<file path="src/rtl/gpio_pkg.sv">
// Shared constants for the GPIO input conditioner: debounce FSM encoding and board-level defaults.
package gpio_pkg;

  localparam logic ST_STABLE   = 1'b0;
  localparam logic ST_COUNTING = 1'b1;

  localparam int GPIO_WIDTH_DEFAULT    = 8;
  localparam int GPIO_SYNC_DEFAULT     = 2;
  localparam int GPIO_DEBOUNCE_DEFAULT = 4;

endpackage

</file>
<file path="src/rtl/gpio_input_conditioner_debounce_bit.sv">
// One GPIO bit: synchronizer chain followed by a debounce FSM that registers the accepted
// level and a one-clock change pulse.
module debounce_bit
  import gpio_pkg::*;
#(
  parameter int   SYNC_STAGES     = GPIO_SYNC_DEFAULT,
  parameter int   DEBOUNCE_CYCLES = GPIO_DEBOUNCE_DEFAULT,
  parameter logic RESET_BIT       = 1'b0
) (
  input  logic clk,
  input  logic reset,
  input  logic raw_i,
  input  logic sample_en_i,
  output logic level_o,
  output logic change_o
);

  localparam int CW = $clog2(DEBOUNCE_CYCLES);
  localparam logic [CW-1:0] CNT_MAX = CW'(DEBOUNCE_CYCLES - 1);

  logic [SYNC_STAGES-1:0] sync_q;
  logic                   sync_s;
  logic                   state_q;
  logic [CW-1:0]          cnt_q;
  logic                   level_q;
  logic                   change_q;

  assign sync_s = sync_q[SYNC_STAGES-1];

  // Synchronizer shifts every clock, independent of the sample tick.
  always_ff @(posedge clk or negedge reset) begin
    if (!reset) begin
      sync_q <= {SYNC_STAGES{RESET_BIT}};
    end else begin
      sync_q <= {sync_q[SYNC_STAGES-2:0], raw_i};
    end
  end

  // Debounce FSM: a new level is accepted only after DEBOUNCE_CYCLES consecutive differing samples.
  always_ff @(posedge clk or negedge reset) begin
    if (!reset) begin
      state_q  <= ST_STABLE;
      cnt_q    <= '0;
      level_q  <= RESET_BIT;
      change_q <= 1'b0;
    end else begin
      change_q <= 1'b0;
      if (sample_en_i) begin
        case (state_q)
          ST_STABLE: begin
            if (sync_s != level_q) begin
              state_q <= ST_COUNTING;
              cnt_q   <= CW'(1);
            end else begin
              cnt_q   <= '0;
            end
          end
          ST_COUNTING: begin
            if (sync_s == level_q) begin
              state_q <= ST_STABLE;
              cnt_q   <= '0;
            end else if (cnt_q == CNT_MAX) begin
              level_q  <= sync_s;
              change_q <= 1'b1;
              state_q  <= ST_STABLE;
              cnt_q    <= '0;
            end else begin
              cnt_q <= cnt_q + CW'(1);
            end
          end
          default: begin
            state_q <= ST_STABLE;
            cnt_q   <= '0;
          end
        endcase
      end else begin
        cnt_q <= cnt_q;
      end
    end
  end

  assign level_o  = level_q;
  assign change_o = change_q;

endmodule

</file>
<file path="src/rtl/gpio_input_conditioner.sv">
// Synchronizes and debounces the external GPIO bus before it reaches the core.
// Optional sticky any-change flag is built when GPIO_CHANGE_FLAG_EN is defined.
module gpio_input_conditioner
  import gpio_pkg::*;
#(
  parameter int               WIDTH           = GPIO_WIDTH_DEFAULT,
  parameter int               SYNC_STAGES     = GPIO_SYNC_DEFAULT,
  parameter int               DEBOUNCE_CYCLES = GPIO_DEBOUNCE_DEFAULT,
  parameter logic [WIDTH-1:0] RESET_VALUE     = '0
) (
  input  logic             clk,
  input  logic             reset,
  input  logic [WIDTH-1:0] gpio_raw_i,
  input  logic             sample_en_i,
`ifdef GPIO_CHANGE_FLAG_EN
  input  logic             flag_clr_i,
  output logic             change_flag_o,
`endif
  output logic [WIDTH-1:0] gpio_o,
  output logic [WIDTH-1:0] change_o
);

  for (genvar i = 0; i < WIDTH; i++) begin : g_bit
    debounce_bit #(
      .SYNC_STAGES    (SYNC_STAGES),
      .DEBOUNCE_CYCLES(DEBOUNCE_CYCLES),
      .RESET_BIT      (RESET_VALUE[i])
    ) u_bit (
      .clk        (clk),
      .reset      (reset),
      .raw_i      (gpio_raw_i[i]),
      .sample_en_i(sample_en_i),
      .level_o    (gpio_o[i]),
      .change_o   (change_o[i])
    );
  end

`ifdef GPIO_CHANGE_FLAG_EN
  logic flag_q;

  // Sticky flag: a change pulse takes priority over a concurrent clear.
  always_ff @(posedge clk or negedge reset) begin
    if (!reset) begin
      flag_q <= 1'b0;
    end else if (|change_o) begin
      flag_q <= 1'b1;
    end else if (flag_clr_i) begin
      flag_q <= 1'b0;
    end else begin
      flag_q <= flag_q;
    end
  end

  assign change_flag_o = flag_q;
`endif

endmodule

</file>
<file path="config.mk">
export PLATFORM = sky130hd
export DESIGN_NAME = gpio_input_conditioner
export DESIGN_NICKNAME = d
export VERILOG_FILES = /design/src/rtl/gpio_pkg.sv /design/src/rtl/gpio_input_conditioner_debounce_bit.sv /design/src/rtl/gpio_input_conditioner.sv
export SDC_FILE = /design/constraint.sdc
export NUM_CORES = 1
export LEC_CHECK = 0
export ABC_AREA = 1
export BUFFER_PORTS_ARGS = -buffer_cell sky130_fd_sc_hd__buf_2
export CAP_MARGIN = 5
export CORE_MARGIN = 2
export CORE_UTILIZATION = 56
export DETAILED_ROUTE_END_ITERATION = 7
export PLACE_DENSITY = 0.76
export SYNTH_ARGS = -nofsm -noshare
export SYNTH_HDL_FRONTEND = slang
export SYNTH_SLANG_ARGS = --single-unit
</file>
<file path="constraint.sdc">
create_clock -name clk -period 1.1 [get_ports clk]
set_input_delay 0.165 -clock clk [delete_from_list [all_inputs] [get_ports clk]]
set_output_delay 0.165 -clock clk [all_outputs]
set_load 0.005 [all_outputs]
</file>
==> results of run 1 <==
[final timing paths]
path / to / depth (start not counted) / slack [ns] / start
worst max-delay path: gpio_o[4] / 1 / 0.05 / g_bit[4].u_bit.level_o
worst min-delay path: g_bit[3].u_bit.state_q / 5 / 0.26 / sample_en_i
worst max register to register: g_bit[1].u_bit.cnt_q[0] / 4 / 0.09 / g_bit[1].u_bit.cnt_q[0]
worst min register to register: g_bit[5].u_bit.sync_q[1] / 0 / 0.36 / g_bit[5].u_bit.sync_q[0]
max in group asynchronous: g_bit[3].u_bit.cnt_q[0] / 3 / 0.39 / reset
min in group asynchronous: g_bit[4].u_bit.level_o / 2 / 0.28 / reset
[power by group through the flow]
stage | registers, mW | clock network [mW] | logic (mW)
2_1_floorplan | 2.54 | 0 | 0.668
3_3_place_gp | 2.59 | 0 | 0.776
3_5_place_dp | 2.60 | 0 | 0.823
4_1_cts | 2.56 | 1.20 | 0.851
5_1_grt | 2.61 | 1.27 | 1.03
6_report | 2.56 | 1.17 | 0.869
[cell usage after synthesis, drive strengths merged]
master and instances:
a21oi 1, buf 20, dfrtp 56, ha 16
inv 29, nand2 118, nand3 22, nand4 3
nor2 13, o211ai 3, o21ai 2
[through the flow]
stage | utilization, % | worst slack, ns | total power [mW] | hold WS (ns)
after floorplan | - | 0.185 | 3.21 | -0.131
after global placement | 61.0 | 0.0538 | 3.36 | 0.0798
after detailed placement | 61.0 | 0.0364 | 3.42 | 0.0886
after CTS | 65.3 | 0.0460 | 4.62 | 0.245
after global routing | 65.6 | 0.00856 | 4.91 | 0.257
final | 65.6 | 0.0452 | 4.60 | 0.256
[placed cells by master, fill, tap and decap left out, types with 2 or more instances in the layout]
cell type / instances
nand2_1: 112
dfrtp_1: 56
inv_1: 28
buf_2: 26
nand3_1: 22
ha_1: 15
dlygate4sd3_1: 9
nor2_1: 8
nand2_2: 6
clkbuf_8: 6
nor2_4: 5
o211ai_1: 3
nand4_1: 3
buf_12: 3
clkinvlp_4: 2
[routing by layer]
layer  up-vias  part of all wire [%]  GRT usage [%]  routed length [um]
li1        902                     -              -                   -
met1       787                    48           22.4                1830
met2        24                    48           28.4                1840
met3         8                   3.1           3.80                 120
met4         0                   1.7           6.50                  64
met5         -                     0              0                   0
[cells by family (layout without fill, tap and decap cells)]
kind of cell | after synthesis | in the layout | synth area share (%)
adder cells (fa/ha/maj) | 16 | 16 | 7.77
flip-flops | 56 | 56 | 54.4
AO/OA/AOI/OAI | 6 | 6 | 1.46
buffers and inverters | 49 | 76 | 10.3
AND/OR/NAND/NOR | 156 | 156 | 26.0
[area by class of cell]
type / count / share of cell area, %
clock inverter: 2 / 0.522
sequential: 56 / 48.8
clock buffer: 6 / 2.87
multi-input combinational: 178 / 31.8
tap: 52 / 2.26
inverter: 29 / 3.79
timing repair buffer: 39 / 10.0
[flip-flops by register name, summed over array words and instances, names as in the netlist]
register and flops:
g_bit.u_bit.change_o 8, g_bit.u_bit.cnt_q 16, g_bit.u_bit.level_o 8, g_bit.u_bit.state_q 8, g_bit.u_bit.sync_q 16
[repair_timing]
action,in CTS,in global routing
hold endpoints to repair,18,0
setup buffers,0,1
gates resized for setup,0,3
hold buffers,9,0
endpoints found under the setup margin,0,2
==> impl_metrics.ini, run 1 <==
[clock_network]
cts_root_buf = clkbuf_8
cts_buffers = 5
cts_tree = done
htree_levels = 2
clk_path_buf_depth = 2
cts.sinks = 56
clk_latency_ns = 0.31
clk_pin_slew_ns = 0.10

[floorplanning]
chipWidth_um = 71.8
core_um2 = 4380
rows = 24
initial_core_util_pct = 58.8
pin_count = 27
die_h_um = 71.8
die_area_um2 = 5160

[finish]
finalNonFillerCells = 362
drive_gt1_share_pct = 16.5
regArea_um2 = 1400
multi_input_area_um2 = 913
final_nets = 336
nFillCells = 350
fin_area_um2 = 2870
antenna_cells = 0
syn2layout_area_growth_pct = 11.6

[critical_path]
path_max_fanout = 5
end_kind = primary output
critical_path_class = reg -> out
cp_cell_sequence = buf_2
cp_top_family = flip-flops
critPathBufInv = 1
cpMaxStageDelayCell = dfrtp_1
critPathMaxStageDelay_ns = 0.43
worstPathRequired_ns = 0.94
cp-start-kind = flop
arrival_ns = 0.89

[logic_synthesis]
synthesis.nets = 310
ys_seq_area_share_pct = 54.4
ys_warn_count = 0
syn_inst = 283
ys_seq_elements = 56
yosys.area.top_type = dfrtp_1
synth.avg_cell_area_um2 = 9.10
ys_types = 15
yosys.area.top_type_share_pct = 54.4
ys_top_cells_by_area = dfrtp_1 (54%), nand2_1 (16%), ha_1 (7.8%), buf_4 (5.2%), nand3_1 (4.3%)
syn_area_um2 = 2580

[power_and_ir_drop]
power_frac_comb_pct = 18.9
pwr-share-clk_pct = 25.4
seq_power_share_pct = 55.7
p_leak_nw = 1.68
peakVddDrop_uv = 931
switching_share_pct = 30.4
powerDensity_nw_per_um2 = 1600
p_sw_mw = 1.40
cellInternalPower_mw = 3.20

[detailed_routing]
routed_wl_mm = 3.85
num_vias = 1721
wl_per_cell_um = 10.6
drc = 0
via_per_inst = 4.75
dr.pass1.iters = 4
drtIter0Drc = 66
detail-route-antenna-nets = 0

[placed_design]
dpl.hpwl_mm = 2.81
gp_congestion = 0.821
dp.cells = 344
dpl-instance-area_um2 = 2670
portBuffers = 26

[sta]
post-route-period-util_pct = 95.9
fmaxAchievable_ghz = 0.948
finClkSkew_ns = 0.00708
drv_slew = 0
tns_ns = 0
fin_crit_ns = 1.05
worst_pin_slew_ns = 0.574
slew_headroom_pct = 61.7
rsz0062_at_grt = no
setup-violations-final = 0
final-hold-violation-count = 0

[global_route]
grt.overflow.total = 0
antenna_found_initial = 0
grt_pass1_vias = 1625
grt_pass1_wl_mm = 6.89
grt_usage_pct = 17.2
grt_max_degree = 24

[run_status]
status = complete, no violations

[run]
maxCapViolations = 0

[worst_hold_path]
hold_class = in -> reg
No activity file was read; power rests on OpenSTA's default activity.
==> run 2: changes to the inputs <==
ABC_AREA = unset   (was 1)
PLACE_DENSITY = 0.77   (was 0.76)
==> run 2 against run 1 <==
Net effect:
- the run now ends with setup timing left
- synthesized cell count shrank 28%
- power grew 25%
- die area shrank 3.6%
- sequential share of layout area shrank 3.3 points
- largest cell class unchanged
==> impl_metrics.ini, run 2 <==
[logic_synthesis]
async_flop_share_pct = 100
ys_warn_count = 0
synth.avg_cell_area_um2 = 12.1
ys_dominant_reg_cell = dfrtp_1
ys_seq_area_share_pct = 56.6
synthesis.nets = 231
yosys.area.top_type = dfrtp_1
synth.most_common_cell = dfrtp_1
synth_edf_count = 0
synth_commonest_cells = dfrtp_1 (56), buf_4 (19), ha_1 (16), nand3_1 (16)
ys_types = 18
syn_inst = 204
syn_area_um2 = 2480
ys_top_cells_by_area = dfrtp_1 (57%), ha_1 (8.1%), buf_4 (5.8%), a31o_2 (4.2%), mux2_2 (3.6%)
yosys.area.top_type_share_pct = 56.6
ys_seq_elements = 56

[sta]
fin_crit_ns = 1.11
worst_pin_slew_ns = 0.302
drv_slew = 0
fmaxAchievable_ghz = 0.903
slew_headroom_pct = 79.9
final-hold-violation-count = 0
rsz0062_at_grt = yes
layout_setup_ws_ns = -0.00755
whs_ns = 0.263
setup-violations-final = 1
post-route-period-util_pct = 101
finClkSkew_ns = 0.00727

[detailed_routing]
num_vias = 1548
drtIter0Drc = 36
dr.pass1.iters = 4
wl_met3_um = 104
wl_met2_mm = 2.05
drc = 0
wl_met1_mm = 1.75
routed_wl_mm = 3.99
top_layer = met4
wl_per_cell_um = 13.3
via_per_inst = 5.14
detail-route-antenna-nets = 0

[critical_path]
critPathMaxStageDelay_ns = 0.42
critPathBufInv = 0
cpMaxStageDelayCell = dfrtp_1
path_max_fanout = 4
cp_cell_sequence = ha_2, nand3_2, mux2_4
arrival_ns = 1.30
critical_path_class = reg -> reg
worstPathRequired_ns = 1.30
end_kind = flop
cp_top_family = flip-flops
cp-start-kind = flop

[global_route]
grt_max_degree = 57
grt.overflow.total = 0
grt_pass1_vias = 1499
grt_usage_pct = 16.8
antenna_found_initial = 0
grt_pass1_wl_mm = 6.48

[finish]
finalNonFillerCells = 301
final_cell_mix = dfrtp_1 (56), buf_2 (26), buf_4 (21)
final_nets = 276
final_common_cell = dfrtp_1
largestRegisters = g_bit.u_bit.cnt_q (16), g_bit.u_bit.sync_q (16)
drive_gt1_share_pct = 43.0
nFillCells = 319
syn2layout_area_growth_pct = 24.5
antenna_cells = 0

[power_and_ir_drop]
peakVddDrop_uv = 977
power_mw = 5.74
p_leak_nw = 1.48
powerDensity_nw_per_um2 = 1860

[clock_network]
cts.sinks = 56
cts_tree = done
htree_levels = 2
cts_root_buf = clkbuf_8
cts_buffers = 5
clk_pin_slew_ns = 0.09
clk_path_buf_depth = 2
clk_latency_ns = 0.31

[worst_hold_path]
hold_class = in -> reg

[run_status]
violations = setup timing
status = complete, but fails checks

[placed_design]
dpl.hpwl_mm = 2.30
gp_congestion = 0.725
portBuffers = 26
dp.cells = 281

[floorplanning]
initial_core_util_pct = 57.7
core_um2 = 4290
pin_count = 27
chipWidth_um = 70.5
die_h_um = 70.5
rows = 24
die_area_um2 = 4970

[run]
maxCapViolations = 0
-- run 2: path summary, 6_finish.rpt --
path / end / cells after the start / startpoint / slack, ns
setup / recovery: g_bit[6].u_bit.level_o / 3 / g_bit[6].u_bit.cnt_q[0] / -0.008
hold / removal: g_bit[7].u_bit.cnt_q[0] / 3 / sample_en_i / 0.26
setup reg to reg: g_bit[6].u_bit.level_o / 3 / g_bit[6].u_bit.cnt_q[0] / -0.008
hold reg to reg: g_bit[1].u_bit.sync_q[1] / 0 / g_bit[1].u_bit.sync_q[0] / 0.35
max in group asynchronous: g_bit[1].u_bit.state_q / 3 / reset / 0.47
min in group asynchronous: g_bit[7].u_bit.change_o / 3 / reset / 0.36
-- run 2: power by group --
part / total [mW] / switching (mW) / internal [mW]
combinational: 1.68 / 0.679 / 1.00
sequential: 2.87 / 0.410 / 2.46
clock: 1.18 / 0.621 / 0.562
total: 5.74 / 1.71 / 4.03
-- run 2: metrics by stage --
| stage | setup TNS, ns | instance area, um^2 | setup slack, ns | utilization, % |
|---|---|---|---|---|
| final | -0.00755 | 3080 | -0.00755 | 71.8 |
| after global routing | -0.156 | 3080 | -0.0478 | 71.8 |
| after CTS | -0.0000735 | 2980 | -0.0000735 | 69.3 |
| after detailed placement | -0.247 | 2710 | -0.0548 | 63.0 |
| after global placement | -0.0783 | 2710 | -0.0203 | 63.0 |
| after floorplan | -0.00138 | 2480 | -0.00138 | - |
-- run 2: worst reg2reg max path, cell delays in order, from the launching register on --
cell,delay [ns]
dfrtp_1,0.42
ha_2,0.21
nand3_2,0.08
mux2_4,0.30
-- run 2: cell families (layout without fill, tap and decap cells) --
kind of cell | Yosys count | after routing | share of synthesized area (%)
DFF | 56 | 56 | 56.6
and+or+nand+nor | 44 | 44 | 8.69
AOI/OAI and AO/OA | 34 | 34 | 10.2
buffers and inverters | 32 | 77 | 7.88
adders and majority gates | 16 | 16 | 8.08
xor gates and xnor gates | 14 | 14 | 4.95
muxes | 8 | 8 | 3.64
-- run 2: final cells by class --
type | instances | area (um^2) | share of cell area, %
Tap cell | 52 | 65.1 | 2.11
Clock buffer | 7 | 96.3 | 3.12
Inverter | 10 | 37.5 | 1.22
Sequential cell | 56 | 1400 | 45.4
Timing Repair Buffer | 60 | 440 | 14.3
Multi-Input combinational cell | 116 | 1040 | 33.8
-- run 2: routing by layer --
layer  vias up  GRT usage [%]
met1       752           19.3
met5         -              0
met4         0           9.62
met2        19           29.2
li1        770              -
met3         7           3.17
-- run 2: repair_timing --
action	4_1_cts	5_1_grt
endpoints found under the hold margin	64	0
hold buffers	9	0
setup buffers	1	3
pin swaps	6	15
endpoints found under the setup margin	15	22
resized for setup	24	19
==> run 3: changes to the inputs <==
CTS_CLUSTER_SIZE = 8   (was unset)
GPL_TIMING_DRIVEN = 0   (was unset)
==> run 3 against run 2 <==
Net effect:
- the flow still finishes with violations (setup timing)
- hold slack got worse by 0.12 ns
- wire length grew 18%
- fmax decreased by 4.4%
- clock skew increased by 0.0014 ns
- critical path type is now reg -> out
- largest cell class unchanged
- highest routed layer unchanged
==> impl_metrics.ini, run 3 (synthesis gave the netlist of run 2 again) <==
[placed_design]
portBuffers = 26
gp_congestion = 0.688
dpl-instance-area_um2 = 2680
dpl.hpwl_mm = 2.60
dp.cells = 282
dpl_worst_slack_ns = -0.166

[finish]
fin_area_um2 = 3230
final_nets = 280
drive_gt1_share_pct = 45.3
nFillCells = 277
final_cell_mix = dfrtp_1 (56), buf_6 (22), buf_4 (18)
finalNonFillerCells = 306
largestRegisters = g_bit.u_bit.cnt_q (16), g_bit.u_bit.sync_q (16)
syn2layout_area_growth_pct = 30.3
final_common_cell = dfrtp_1
final_util_pct = 75.2
antenna_cells = 0

[critical_path]
critPathMaxStageDelay_ns = 0.44
r2r_end = g_bit[2].u_bit.level_o
path_max_fanout = 3
cpMaxStageDelayCell = dfrtp_1
worstSetupEndpoint = gpio_o[7]
critical_path.startpoint = g_bit[7].u_bit.level_o
arrival_ns = 0.99
end_kind = primary output
critical_path_class = reg -> out
worstPathRequired_ns = 0.94
cp_cell_sequence = buf_6, buf_6
cpMostUsedCell = buf_6
cp-start-kind = flop
r2r_slack_ns = -0.03
r2r-start = g_bit[2].u_bit.cnt_q[1]
reg2regPathDepth = 3

[sta]
finClkSkew_ns = 0.00863
fin_crit_ns = 1.16
setup-violations-final = 9
post-route-period-util_pct = 105
slew_headroom_pct = 77.6
layout_setup_ws_ns = -0.0583
rsz0062_at_grt = yes
drv_slew = 0
whs_ns = 0.140
tns_ns = -0.148
final-hold-violation-count = 0
worst_pin_slew_ns = 0.337
fmaxAchievable_ghz = 0.863

[global_route]
grt_max_degree = 57
grt.overflow.total = 0
grt_usage_pct = 19.1
grt_pass1_wl_mm = 7.30
antenna_found_initial = 0
grt_pass1_vias = 1545

[detailed_routing]
num_vias = 1588
via_per_inst = 5.19
dr.pass1.iters = 4
detail-route-antenna-nets = 0
drc = 0
routed_wl_mm = 4.70
drtIter0Drc = 106
wl_per_cell_um = 15.4

[floorplanning]
initial_core_util_pct = 57.7
chipWidth_um = 70.5
die_h_um = 70.5
core_um2 = 4290
pin_count = 27
die_area_um2 = 4970
rows = 24

[clock_network]
cts.sinks = 56
clk_path_buf_depth = 2
cts_root_buf = clkbuf_8
htree_levels = 2
clk_latency_ns = 0.31
cts_buffers = 5
clk_pin_slew_ns = 0.10
cts_tree = done

[run]
maxCapViolations = 0

[power_and_ir_drop]
power_mw = 6.14
powerDensity_nw_per_um2 = 1900
p_leak_nw = 1.52
peakVddDrop_uv = 903

[run_status]
violations = setup timing
status = complete, but fails checks

[worst_hold_path]
hold_class = in -> reg
-- run 3: final cells by class --
class	instances	area [um^2]	area share, %
sequential	56	1400	43.4
multi-input combinational	116	1070	33.3
timing repair buffer	56	503	15.6
clock buffer	5	68.8	2.13
tap	52	65.1	2.02
buffer	8	60.1	1.86
inverter	10	37.5	1.16
clock inverter	3	18.8	0.581
-- run 3: what timing repair did --
action,in CTS,in global routing
hold buffers,8,1
gates resized for setup,37,27
setup endpoints to repair,20,34
pin swaps,9,13
hold endpoints to repair,8,13
setup buffers,10,10
-- run 3: power breakdown --
part / leakage, nW / switching, mW / internal, mW
clock network: 0.0479 / 0.668 / 0.445
logic: 0.765 / 0.808 / 1.32
registers: 0.710 / 0.442 / 2.46
total: 1.52 / 1.92 / 4.22
-- run 3: metal layers --
metal  wire [um]  track usage, %  part of all wire [%]
met4          81            8.33                   1.7
met1        2120            25.8                    45
met5           0               0                     0
met2        2380            29.9                    51
met3         121            4.33                   2.6
-- run 3: worst min-delay path by stage --
stage,startpoint,endpoint,slack (ns),depth (start not counted)
floorplan,reset,g_bit[0].u_bit.change_o,-0.13,0
global placement,gpio_raw_i[3],g_bit[3].u_bit.sync_q[0],0.27,1
detailed placement,gpio_raw_i[1],g_bit[1].u_bit.sync_q[0],0.27,1
CTS,sample_en_i,g_bit[7].u_bit.change_o,0.12,3
global route,sample_en_i,g_bit[7].u_bit.change_o,0.14,3
finish,sample_en_i,g_bit[7].u_bit.change_o,0.14,3
-- run 3: critical path, delay by kind of cell, from the launching register on --
family	cells	cell delay, ns
buffers and inverters	2	0.24
DFF	1	0.44
